$ cat config.mk
export PLATFORM = sky130hd
export DESIGN_NAME = rfid_read_sequencer_flat
export DESIGN_NICKNAME = d
export VERILOG_FILES = /design/src/rtl/rfid_read_sequencer_if.sv /design/src/rtl/rfid_read_sequencer.sv /design/src/flat_wrapper.sv
export SDC_FILE = /design/constraint.sdc
export NUM_CORES = 1
export LEC_CHECK = 0
export CORE_MARGIN = 2
export CORE_UTILIZATION = 62
export CTS_CLUSTER_SIZE = 8
export DETAILED_ROUTE_END_ITERATION = 8
export PLACE_DENSITY = 0.89
export SETUP_SLACK_MARGIN = 0.02
export SLEW_MARGIN = 20
export SYNTH_ARGS = -nofsm -noshare
export SYNTH_HDL_FRONTEND = slang
export SYNTH_SLANG_ARGS = --single-unit
export TNS_END_PERCENT = 30
$ cat constraint.sdc
create_clock -name clk -period 13.7 [get_ports clk]
set_input_delay 4.11 -clock clk [delete_from_list [all_inputs] [get_ports clk]]
set_output_delay 4.11 -clock clk [all_outputs]
set_load 0.01 [all_outputs]
$ cat src/rtl/rfid_read_sequencer_if.sv
// Start/result handshake between the dispenser main FSM
// and the RFID read sequencer.
interface rfid_read_sequencer_if;
    logic        start;
    logic        busy;
    logic        result_valid;
    logic        match;
    logic [2:0]  match_idx;
    logic [31:0] tag_out;
    logic        timeout_err;

    modport master (
        output start,
        input  busy, result_valid, match,
        input  match_idx, tag_out, timeout_err
    );

    modport slave (
        input  start,
        output busy, result_valid, match,
        output match_idx, tag_out, timeout_err
    );
endinterface

$ cat src/rtl/rfid_read_sequencer.sv
// Triggers the UART tag receiver, captures the UID and looks it
// up in a small table of registered users, with timeout/retry.
module rfid_read_sequencer #(
    parameter int N_USERS        = 4,
    parameter int IDX_W          = 3,
    parameter int TRIG_CYCLES    = 5000,
    parameter int TIMEOUT_CYCLES = 50_000_000,
    parameter int MAX_RETRY      = 2
) (
    input  logic               clk,
    input  logic               RST,
    rfid_read_sequencer_if.slave bus,
    input  logic               uart_done,
    input  logic [31:0]        uart_tag,
    input  logic               wr_en,
    input  logic [IDX_W-1:0]   wr_idx,
    input  logic [31:0]        wr_tag,
    input  logic               wr_clr,
    output logic               uart_rst_n
);
    typedef enum logic [2:0] {
        IDLE, TRIG, WAIT_LOW, WAIT_HIGH,
        CAPTURE, COMPARE, REPORT, RETRY
    } state_t;

    localparam logic [31:0] TRIG_LAST = 32'(TRIG_CYCLES - 1);
    localparam logic [31:0] TO_LAST   = 32'(TIMEOUT_CYCLES - 1);
    localparam logic [7:0]  RETRY_MAX = 8'(MAX_RETRY);

    state_t             state;
    logic               done_m, done_s;
    logic               trig_n;
    logic [31:0]        trig_cnt, to_cnt;
    logic [7:0]         attempts;
    logic               busy_q, rv_q, match_q, terr_q;
    logic [IDX_W-1:0]   idx_q;
    logic [31:0]        tag_q;
    logic [N_USERS-1:0] tbl_vld;
    logic [31:0]        tbl_tag [N_USERS];
    logic               hit;
    logic [IDX_W-1:0]   hit_idx;

    // Trigger is released combinationally so reset frees the receiver at once
    assign uart_rst_n       = trig_n | ~RST;
    assign bus.busy         = busy_q;
    assign bus.result_valid = rv_q;
    assign bus.match        = match_q;
    assign bus.match_idx    = idx_q;
    assign bus.tag_out      = tag_q;
    assign bus.timeout_err  = terr_q;

    always_ff @(posedge clk) begin
        if (!RST) begin
            done_m <= 1'b0;
            done_s <= 1'b0;
        end else begin
            done_m <= uart_done;
            done_s <= done_m;
        end
    end

    always_ff @(posedge clk) begin
        if (!RST) begin
            tbl_vld <= '0;
            for (int i = 0; i < N_USERS; i++) tbl_tag[i] <= '0;
        end else if (wr_en) begin
            for (int i = 0; i < N_USERS; i++) begin
                if (wr_idx == IDX_W'(i)) begin
                    tbl_vld[i] <= ~wr_clr;
                    if (!wr_clr) tbl_tag[i] <= wr_tag;
                end
            end
        end
    end

    // Descending scan so the lowest matching index wins
    always_comb begin
        hit     = 1'b0;
        hit_idx = '0;
        for (int i = N_USERS - 1; i >= 0; i--) begin
            if (tbl_vld[i] && tbl_tag[i] == tag_q) begin
                hit     = 1'b1;
                hit_idx = IDX_W'(i);
            end
        end
    end

    always_ff @(posedge clk) begin
        if (!RST) begin
            state    <= IDLE;
            trig_n   <= 1'b1;
            busy_q   <= 1'b0;
            rv_q     <= 1'b0;
            match_q  <= 1'b0;
            idx_q    <= '0;
            tag_q    <= '0;
            terr_q   <= 1'b0;
            trig_cnt <= '0;
            to_cnt   <= '0;
            attempts <= '0;
        end else begin
            rv_q <= 1'b0;
            unique case (state)
                IDLE: begin
                    if (bus.start) begin
                        state    <= TRIG;
                        busy_q   <= 1'b1;
                        trig_n   <= 1'b0;
                        trig_cnt <= '0;
                        attempts <= 8'd1;
                    end
                end
                TRIG: begin
                    if (trig_cnt == TRIG_LAST) begin
                        trig_n <= 1'b1;
                        to_cnt <= '0;
                        state  <= WAIT_LOW;
                    end else begin
                        trig_cnt <= trig_cnt + 32'd1;
                    end
                end
                WAIT_LOW: begin
                    if (!done_s) begin
                        to_cnt <= to_cnt + 32'd1;
                        state  <= WAIT_HIGH;
                    end else if (to_cnt == TO_LAST) begin
                        state <= RETRY;
                    end else begin
                        to_cnt <= to_cnt + 32'd1;
                    end
                end
                WAIT_HIGH: begin
                    if (done_s) begin
                        state <= CAPTURE;
                    end else if (to_cnt == TO_LAST) begin
                        state <= RETRY;
                    end else begin
                        to_cnt <= to_cnt + 32'd1;
                    end
                end
                CAPTURE: begin
                    tag_q <= uart_tag;
                    state <= (uart_tag == 32'd0) ? RETRY : COMPARE;
                end
                COMPARE: begin
                    rv_q    <= 1'b1;
                    match_q <= hit;
                    idx_q   <= hit_idx;
                    terr_q  <= 1'b0;
                    state   <= REPORT;
                end
                RETRY: begin
                    if (attempts <= RETRY_MAX) begin
                        state    <= TRIG;
                        trig_n   <= 1'b0;
                        trig_cnt <= '0;
                        attempts <= attempts + 8'd1;
                    end else begin
                        rv_q    <= 1'b1;
                        match_q <= 1'b0;
                        idx_q   <= '0;
                        terr_q  <= 1'b1;
                        state   <= REPORT;
                    end
                end
                REPORT: begin
                    busy_q <= 1'b0;
                    state  <= IDLE;
                end
                default: state <= IDLE;
            endcase
        end
    end
endmodule

$ cat src/flat_wrapper.sv
// flat-port wrapper written by rule: the top's interface ports become plain ports
module rfid_read_sequencer_flat 
#(
    parameter int N_USERS        = 4,
    parameter int IDX_W          = 3,
    parameter int TRIG_CYCLES    = 5000,
    parameter int TIMEOUT_CYCLES = 50_000_000,
    parameter int MAX_RETRY      = 2
)
  (clk, RST, uart_done, uart_tag, wr_en, wr_idx, wr_tag, wr_clr, uart_rst_n, bus_start, bus_busy, bus_result_valid, bus_match, bus_match_idx, bus_tag_out, bus_timeout_err);
  rfid_read_sequencer_if bus_i ();
  input  logic clk;
  input  logic RST;
  input  logic uart_done;
  input  logic [31:0] uart_tag;
  input  logic wr_en;
  input  logic [IDX_W-1:0] wr_idx;
  input  logic [31:0] wr_tag;
  input  logic wr_clr;
  output logic uart_rst_n;
  input wire logic [$bits(bus_i.start)-1:0] bus_start;
  output wire logic [$bits(bus_i.busy)-1:0] bus_busy;
  output wire logic [$bits(bus_i.result_valid)-1:0] bus_result_valid;
  output wire logic [$bits(bus_i.match)-1:0] bus_match;
  output wire logic [$bits(bus_i.match_idx)-1:0] bus_match_idx;
  output wire logic [$bits(bus_i.tag_out)-1:0] bus_tag_out;
  output wire logic [$bits(bus_i.timeout_err)-1:0] bus_timeout_err;
  assign bus_i.start = bus_start;
  assign bus_busy = bus_i.busy;
  assign bus_result_valid = bus_i.result_valid;
  assign bus_match = bus_i.match;
  assign bus_match_idx = bus_i.match_idx;
  assign bus_tag_out = bus_i.tag_out;
  assign bus_timeout_err = bus_i.timeout_err;
  rfid_read_sequencer #(.N_USERS(N_USERS), .IDX_W(IDX_W), .TRIG_CYCLES(TRIG_CYCLES), .TIMEOUT_CYCLES(TIMEOUT_CYCLES), .MAX_RETRY(MAX_RETRY)) u_core (.clk(clk), .RST(RST), .bus(bus_i), .uart_done(uart_done), .uart_tag(uart_tag), .wr_en(wr_en), .wr_idx(wr_idx), .wr_tag(wr_tag), .wr_clr(wr_clr), .uart_rst_n(uart_rst_n));
endmodule
# After elaboration in Yosys (flattened, before gate mapping)
# Memories as Yosys holds them, arrays and structs flattened.
# Index checks and enable logic that the tools add are counted.
# op_classes
addsub	3
mux	64
n_eq_ne	22
magnitude_cmp	1
bitwise_logic	7
reduce_logical	23
# op_table
op	n
32-bit two-way mux	11
32-bit case mux with 3 select lines	2
32-bit == test	4
32-bit by 1-bit adder with 32-bit output (second input constant)	2
32-bit by 13-bit == test with 1-bit output (second input constant)	1
32-bit by 26-bit == test with 1-bit output (second input constant)	1
32-bit logical NOT	1
1-bit two-way mux	29
3-bit case mux with 8 select lines	1
3-bit two-way mux	7
8-bit two-way mux	2
8-bit case mux with 2 select lines	1
2-bit AND reduction	7
3-bit by 2-bit == test with 1-bit output (second input constant)	4
3-bit == test (second input constant)	4
2-bit two-way mux	5
8-bit by 1-bit adder with 8-bit output (second input constant)	1
8-bit by 2-bit <= comparator with 1-bit output (second input constant)	1
2-bit inequality test (second input constant)	4
1-bit case mux with 2 select lines	4
4-bit AND reduction	2
3-bit by 1-bit == test with 1-bit output (second input constant)	2
3-bit logical NOT	2
3-bit case mux with 2 select lines	1
8 further kinds	21
# word_totals
mem_bits_rw	128
word_cells	138
inputBits	73
n_memories	1
output_inout_bits	40
reg_bits	121
# mem_list
memory	depth	word_bits	read_ports	rd_clocked_by_memory_dff	write_ports	line	rtl
u_core.tbl_tag	4	32	4	0	4	rfid_read_sequencer.sv:39	logic [31:0] tbl_tag [N_USERS];

# Depth between registers and ports, before layout
# Gate-level depths: netlist of the first run.
# An unclocked memory read counts as a cell.
# depth
depth_word	8
ltp_mapped	11

# Least setup slack after synthesis of the first run
# No wires, ideal clock.
# synth_timing
kind	input to output
from	input port RST
to	output port uart_rst_n
n_path_buf	1
arrival_ps	4460
path_stages	2
path_slack_ps	5130
cell_sequence	clkbuf_1 nand2b_1
# synth_between
elab_chain_len	2
# synth_rtl
element	line	rtl
start: declaration	flat_wrapper.sv:13	input logic RST;
1-bit NOT	rfid_read_sequencer.sv:44	assign uart_rst_n = trig_n | ~RST;
1-bit bitwise OR	rfid_read_sequencer.sv:44	
end: declaration	flat_wrapper.sv:20	output logic uart_rst_n;
# No other way between the ends.

# Worst setup path after layout of the first run
# Same ends and word-level chain as after synthesis.

==> qor.yml, run 1 <==
cts-root-buf: "clkbuf_16"
post_cts_resize_count: 0
grt_setup_unrepaired: "no"
rr_endpoint: "u_core.to_cnt[30]"
hold_ws_ns: 0.442
synth_top_family_by_area: "simple AND/OR/NAND/NOR gates"
synthesis.nets: 1293
synthSimpleGateAreaFrac_pct: 23.3
finalSetupViolations: 0
fmax_mhz: 104
hold_viol_final: 0
wl_mm: 32.8
cp.required_ns: 9.59
layout_commonest_cell: "and2_1"
routedWlPerCell_um: 21.0
synthAdderAreaFrac_pct: 0.500
cp-startpoint: "RST"
clk_path_buf_depth: 3
cp-start-kind: "primary input"
synth-seq-area-share_pct: 52.0
antennaDiodeCount: 0
drive_gt1_share_pct: 5.14
synth.avg_cell_area_um2: 9.87
arrival_ns: 5.48
io_pins: 113
netlist_instances: 1216
critPathMaxStageDelay_ns: 0.48
yosys.area.top_type: "edfxtp_1"
synthMuxAreaShare_pct: 0.250
nets: 1366
yosysTopAreaCellShare_pct: 32.0
worstMarginPinSlew_ns: 0.923
die_height_um: 143
fp.dieW_um: 143
finalInstanceArea_um2: 14200
io_buffers: 111
reg2reg_slack_ns: 10.73
fin_crit_ns: 9.59
crit_slowest_cell: "clkdlybuf4s50_1"
hp-class: "reg2reg"
drv_slew: 0
post-cts-setup-buffer-count: 0
grt_pass1_wl_mm: 50.7
final_util_pct: 75.4
total_power_mw: 1.71
synth_compound_area_share_pct: 11.4
crit_top_cell: "clkdlybuf4s50_1"
fin_crit_sh_pct: 70.0
leakage_nw: 5.02
synth_cell_types: 60
first_global_vias: 9578
antenna_found_initial: 0
crit_path_end_kind: "output port"
ys_ff_latch: 248
rows: 50
synth_xor_area_share_pct: 9.27
crit_type: "in2out"
die-area_um2: 20500
clk_latency_ns: 0.51
max_cap_violations: 0
hold_buffers: 0
drc_errors: 0
synth_top_cells_by_area: "edfxtp_1, dfxtp_1, and2_1, xor2_1, a21oi_1"
drtIter0Drc: 865
peakVddDrop_uv: 93.1
numCtsBuffers: 36
fin_tns_setup_ns: 0
worstPathMaxFanout: 34
powerDensity_nw_per_um2: 120
core_area_um2: 18800
crit_chain: "clkdlybuf4s50_1 > buf_4 > nand2b_1 > clkdlybuf4s50_1"
grt_usage_pct: 32.2
synth_area_um2: 12000
clkSinkCount: 248
grt-ovfl-total: 0
dp_hpwl_mm: 21.9
skew_ns: 0.00873
relSlewSlack_pct: 38.3
vias: 9979
synth-main-ff-cell: "edfxtp_1"
grt_max_degree: 57
viasPerCell: 6.38
ys_async_sr_fraction_pct: 0
endpoint: "uart_rst_n"
r2r-start: "u_core.state[2]"
fillers: 1238
final_cell_mix: "and2_1, edfxtp_1, dfxtp_1"
initial_utilization_pct: 63.7
r2r_cells: 6
synth_edf_count: 128
gp_congestion: 0.921
postPlaceCellArea_um2: 13200
clk_pin_slew_worst_paths_ns: 0.05
postRouteAntennaNets: 0
cts_tree: "yes"
area_growth_pct: 18.3
htreeDepth: 2
yosys_warnings: 0
min_path_cells: 1
status: "complete, no violations"
drtPass1Iterations: 5
==> state kept, by name, summed over array words and instances, names as in the netlist <==
name                     count
u_core.attempts              8
u_core.bus.busy              1
u_core.bus.match             1
u_core.bus.match_idx         2
u_core.bus.result_valid      1
u_core.bus.tag_out          32
u_core.bus.timeout_err       1
u_core.done_m                1
u_core.done_s                1
u_core.state                 3
u_core.tbl_tag             128
u_core.tbl_vld               4
u_core.to_cnt               32
u_core.trig_cnt             32
u_core.trig_n                1
==> cell type report <==
type | count | area, µm² | area share (%)
Multi-Input combinational cell | 869 | 5400 | 38.0
Inverter | 10 | 37.5 | 0.264
Tap cell | 260 | 325 | 2.29
Timing Repair Buffer | 124 | 1210 | 8.51
Clock buffer | 53 | 986 | 6.94
Sequential cell | 248 | 6250 | 44.0
==> through the flow <==
stage / worst slack [ns] / std cells
CTS: 4.10 / 1564
detailed placement: 4.11 / 1511
floorplan: 5.13 / 1216
global placement: 4.12 / 1511
finish: 4.11 / 1564
global route: 4.04 / 1564
==> power breakdown <==
part / switching (mW) / internal, mW
combinational: 0.0512 / 0.0381
clock: 0.307 / 0.489
sequential: 0.0137 / 0.807
==> critical path: cells and delay by family <==
family | cells | cell delay, ns
buffers and inverters | 3 | 1.27
AND/OR/NAND/NOR | 1 | 0.10
==> Yosys cell counts, drive strengths merged (4+ instances only) <==
cell / count
a21oi: 104
a31oi: 22
a41oi: 7
and2: 134
and3: 17
and4: 10
buf: 14
clkbuf: 75
dfxtp: 120
edfxtp: 128
ha: 4
inv: 10
nand2: 116
nand2b: 4
nand3: 38
nand4: 27
nor2: 51
nor3: 20
nor4: 45
o21ai: 37
o31ai: 28
or3: 6
or4: 25
xnor2: 39
xor2: 88
==> cell families after synthesis <==
kind of cell,after synthesis
other,1
and+or+nand+nor,507
AOI/OAI and AO/OA,226
buffers and inverters,99
xor gates and xnor gates,127
muxes,3
DFF,248
adders and majority gates,5
==> routing by layer <==
metal	GRT usage [%]	wire length, µm	share of wire [%]	up-vias
met2	54.4	16000	49	548
li1	-	-	-	4531
met1	40.1	12300	38	4796
met4	14.9	1420	4.3	0
met5	0	0	0	-
met3	6.10	3030	9.2	104
==> how the worst min path moves through the flow <==
stage | start | end | slack, ns
detailed placement | u_core.done_m | u_core.done_s | 0.43
global route | u_core.done_m | u_core.done_s | 0.47
CTS | u_core.done_m | u_core.done_s | 0.45
finish | u_core.done_m | u_core.done_s | 0.44
floorplan | u_core.done_m | u_core.done_s | 0.41
global placement | u_core.done_m | u_core.done_s | 0.42
(Power assumes the default switching activity.)
==> run 2, diff against run 1 <==
--- a/config.mk
+++ b/config.mk
@@ -6,10 +6,10 @@
 export NUM_CORES = 1
 export LEC_CHECK = 0
 export CORE_MARGIN = 2
-export CORE_UTILIZATION = 62
+export CORE_UTILIZATION = 58
 export CTS_CLUSTER_SIZE = 8
 export DETAILED_ROUTE_END_ITERATION = 8
-export PLACE_DENSITY = 0.89
+export PLACE_DENSITY = 0.85
 export SETUP_SLACK_MARGIN = 0.02
 export SLEW_MARGIN = 20
 export SYNTH_ARGS = -nofsm -noshare
==> constraint.sdc (replaced) <==
create_clock -name clk -period 9.7 [get_ports clk]
set_input_delay 2.91 -clock clk [delete_from_list [all_inputs] [get_ports clk]]
set_output_delay 2.91 -clock clk [all_outputs]
set_load 0.01 [all_outputs]
==> run 2 against run 1 <==
Worst setup slack lost 1.6 ns; global-route usage shrank 3.2 points; routed wire length shrank 2.6%; worst hold slack gained 0.010 ns; combinational power grew 40%; clock power grew 42%; critical path depth is the same; largest power group unchanged; highest routed layer unchanged.
==> qor.yml, run 2 (same netlist as run 1, synthesis figures left out) <==
nets: 1366
drc_errors: 0
cts-root-buf: "clkbuf_16"
area_growth_pct: 18.6
io_buffers: 111
max_cap_violations: 0
arrival_ns: 4.28
finalSetupViolations: 0
cp.required_ns: 6.79
hp-class: "reg2reg"
drtPass1Iterations: 5
numCtsBuffers: 36
postRouteAntennaNets: 0
io_pins: 113
fp.dieW_um: 148
powerDensity_nw_per_um2: 170
r2r-start: "u_core.state[2]"
routedWlPerCell_um: 20.3
layout_commonest_cell: "and2_1"
initial_utilization_pct: 59.1
dp_hpwl_mm: 21.4
regMostFlops: "u_core.tbl_tag"
drv_slew: 0
htreeDepth: 2
grt_max_degree: 57
cp-start-kind: "primary input"
clk_pin_slew_worst_paths_ns: 0.05
crit_type: "in2out"
post-cts-setup-buffer-count: 0
antennaDiodeCount: 0
first_global_vias: 9304
grt_pass1_wl_mm: 49.9
worstPathMaxFanout: 34
clk_path_buf_depth: 3
clkSinkCount: 248
largest_reg_flops: 128
final_cell_mix: "and2_1, edfxtp_1, dfxtp_1"
viasPerCell: 6.16
cts_tree: "yes"
post_cts_resize_count: 0
core_area_um2: 20300
crit_path_end_kind: "output port"
drtIter0Drc: 798
hold_buffers: 0
wl_mm: 31.9
peakVddDrop_uv: 141
antenna_found_initial: 1
fmax_mhz: 139
grt_usage_pct: 29.0
drive_gt1_share_pct: 5.28
grt_setup_unrepaired: "no"
vias: 9709
hold_viol_final: 0
die_height_um: 148
final_util_pct: 70.1
min_from: "u_core.done_m"
cp-startpoint: "RST"
die-area_um2: 21900
status: "complete, no violations"
fin_crit_sh_pct: 74.1
fin_tns_setup_ns: 0
clk_latency_ns: 0.51
skew_ns: 0.0177
relSlewSlack_pct: 36.5
total_power_mw: 2.42
grt-ovfl-total: 0
rows: 52
gp_congestion: 0.917
worstMarginPinSlew_ns: 0.951
leakage_nw: 5.02
fin_crit_ns: 7.19
run 2: changes by cell type in the layout (fill, tap and decap cells not counted):
cell   delta
inv_6     +2
run 2: final cells by class:
| cell class | count | area, µm² |
|---|---|---|
| Clock inverter | 2 | 17.5 |
| Multi-Input combinational cell | 869 | 5400 |
| Tap cell | 270 | 338 |
| Inverter | 10 | 37.5 |
| Timing Repair Buffer | 124 | 1210 |
| Fill cell | 1476 | 6060 |
| Clock buffer | 53 | 986 |
| Sequential cell | 248 | 6250 |
run 2: critical path, cell delays in order:
cell and delay [ns]:
clkdlybuf4s50_1 0.46, buf_4 0.33, nand2b_1 0.09, clkdlybuf4s50_1 0.48
run 2: path summary, 6_finish.rpt:
| path | endpoint | slack, ns | cells after the start |
|---|---|---|---|
| max reg2reg | u_core.to_cnt[28] | 6.74 | 6 |
| min reg2reg | u_core.done_s | 0.45 | 1 |
| min | u_core.done_s | 0.45 | 1 |
| max | uart_rst_n | 2.51 | 4 |
run 2: layer usage:
metal,GRT usage (%),share of wire [%]
met2,48.6,49
met1,37.7,39
met4,11.3,3.2
met5,0,0
met3,5.34,9.4
run 2: report_power, final:
| group | switching, mW | internal (mW) |
|---|---|---|
| clock | 0.438 | 0.695 |
| combinational | 0.0712 | 0.0538 |
| sequential | 0.0183 | 1.14 |
| total | 0.527 | 1.89 |
run 2: through the flow:
| step | hold WS (ns) | std cells | setup slack (ns) | area, µm² |
|---|---|---|---|---|
| floorplan | 0.412 | 1216 | 3.53 | 12000 |
| CTS | 0.452 | 1576 | 2.52 | 14200 |
| detailed placement | 0.425 | 1521 | 2.52 | 13200 |
| finish | 0.452 | 1576 | 2.51 | 14200 |
| global route | 0.461 | 1576 | 2.47 | 14200 |
| global placement | 0.423 | 1521 | 2.51 | 13200 |
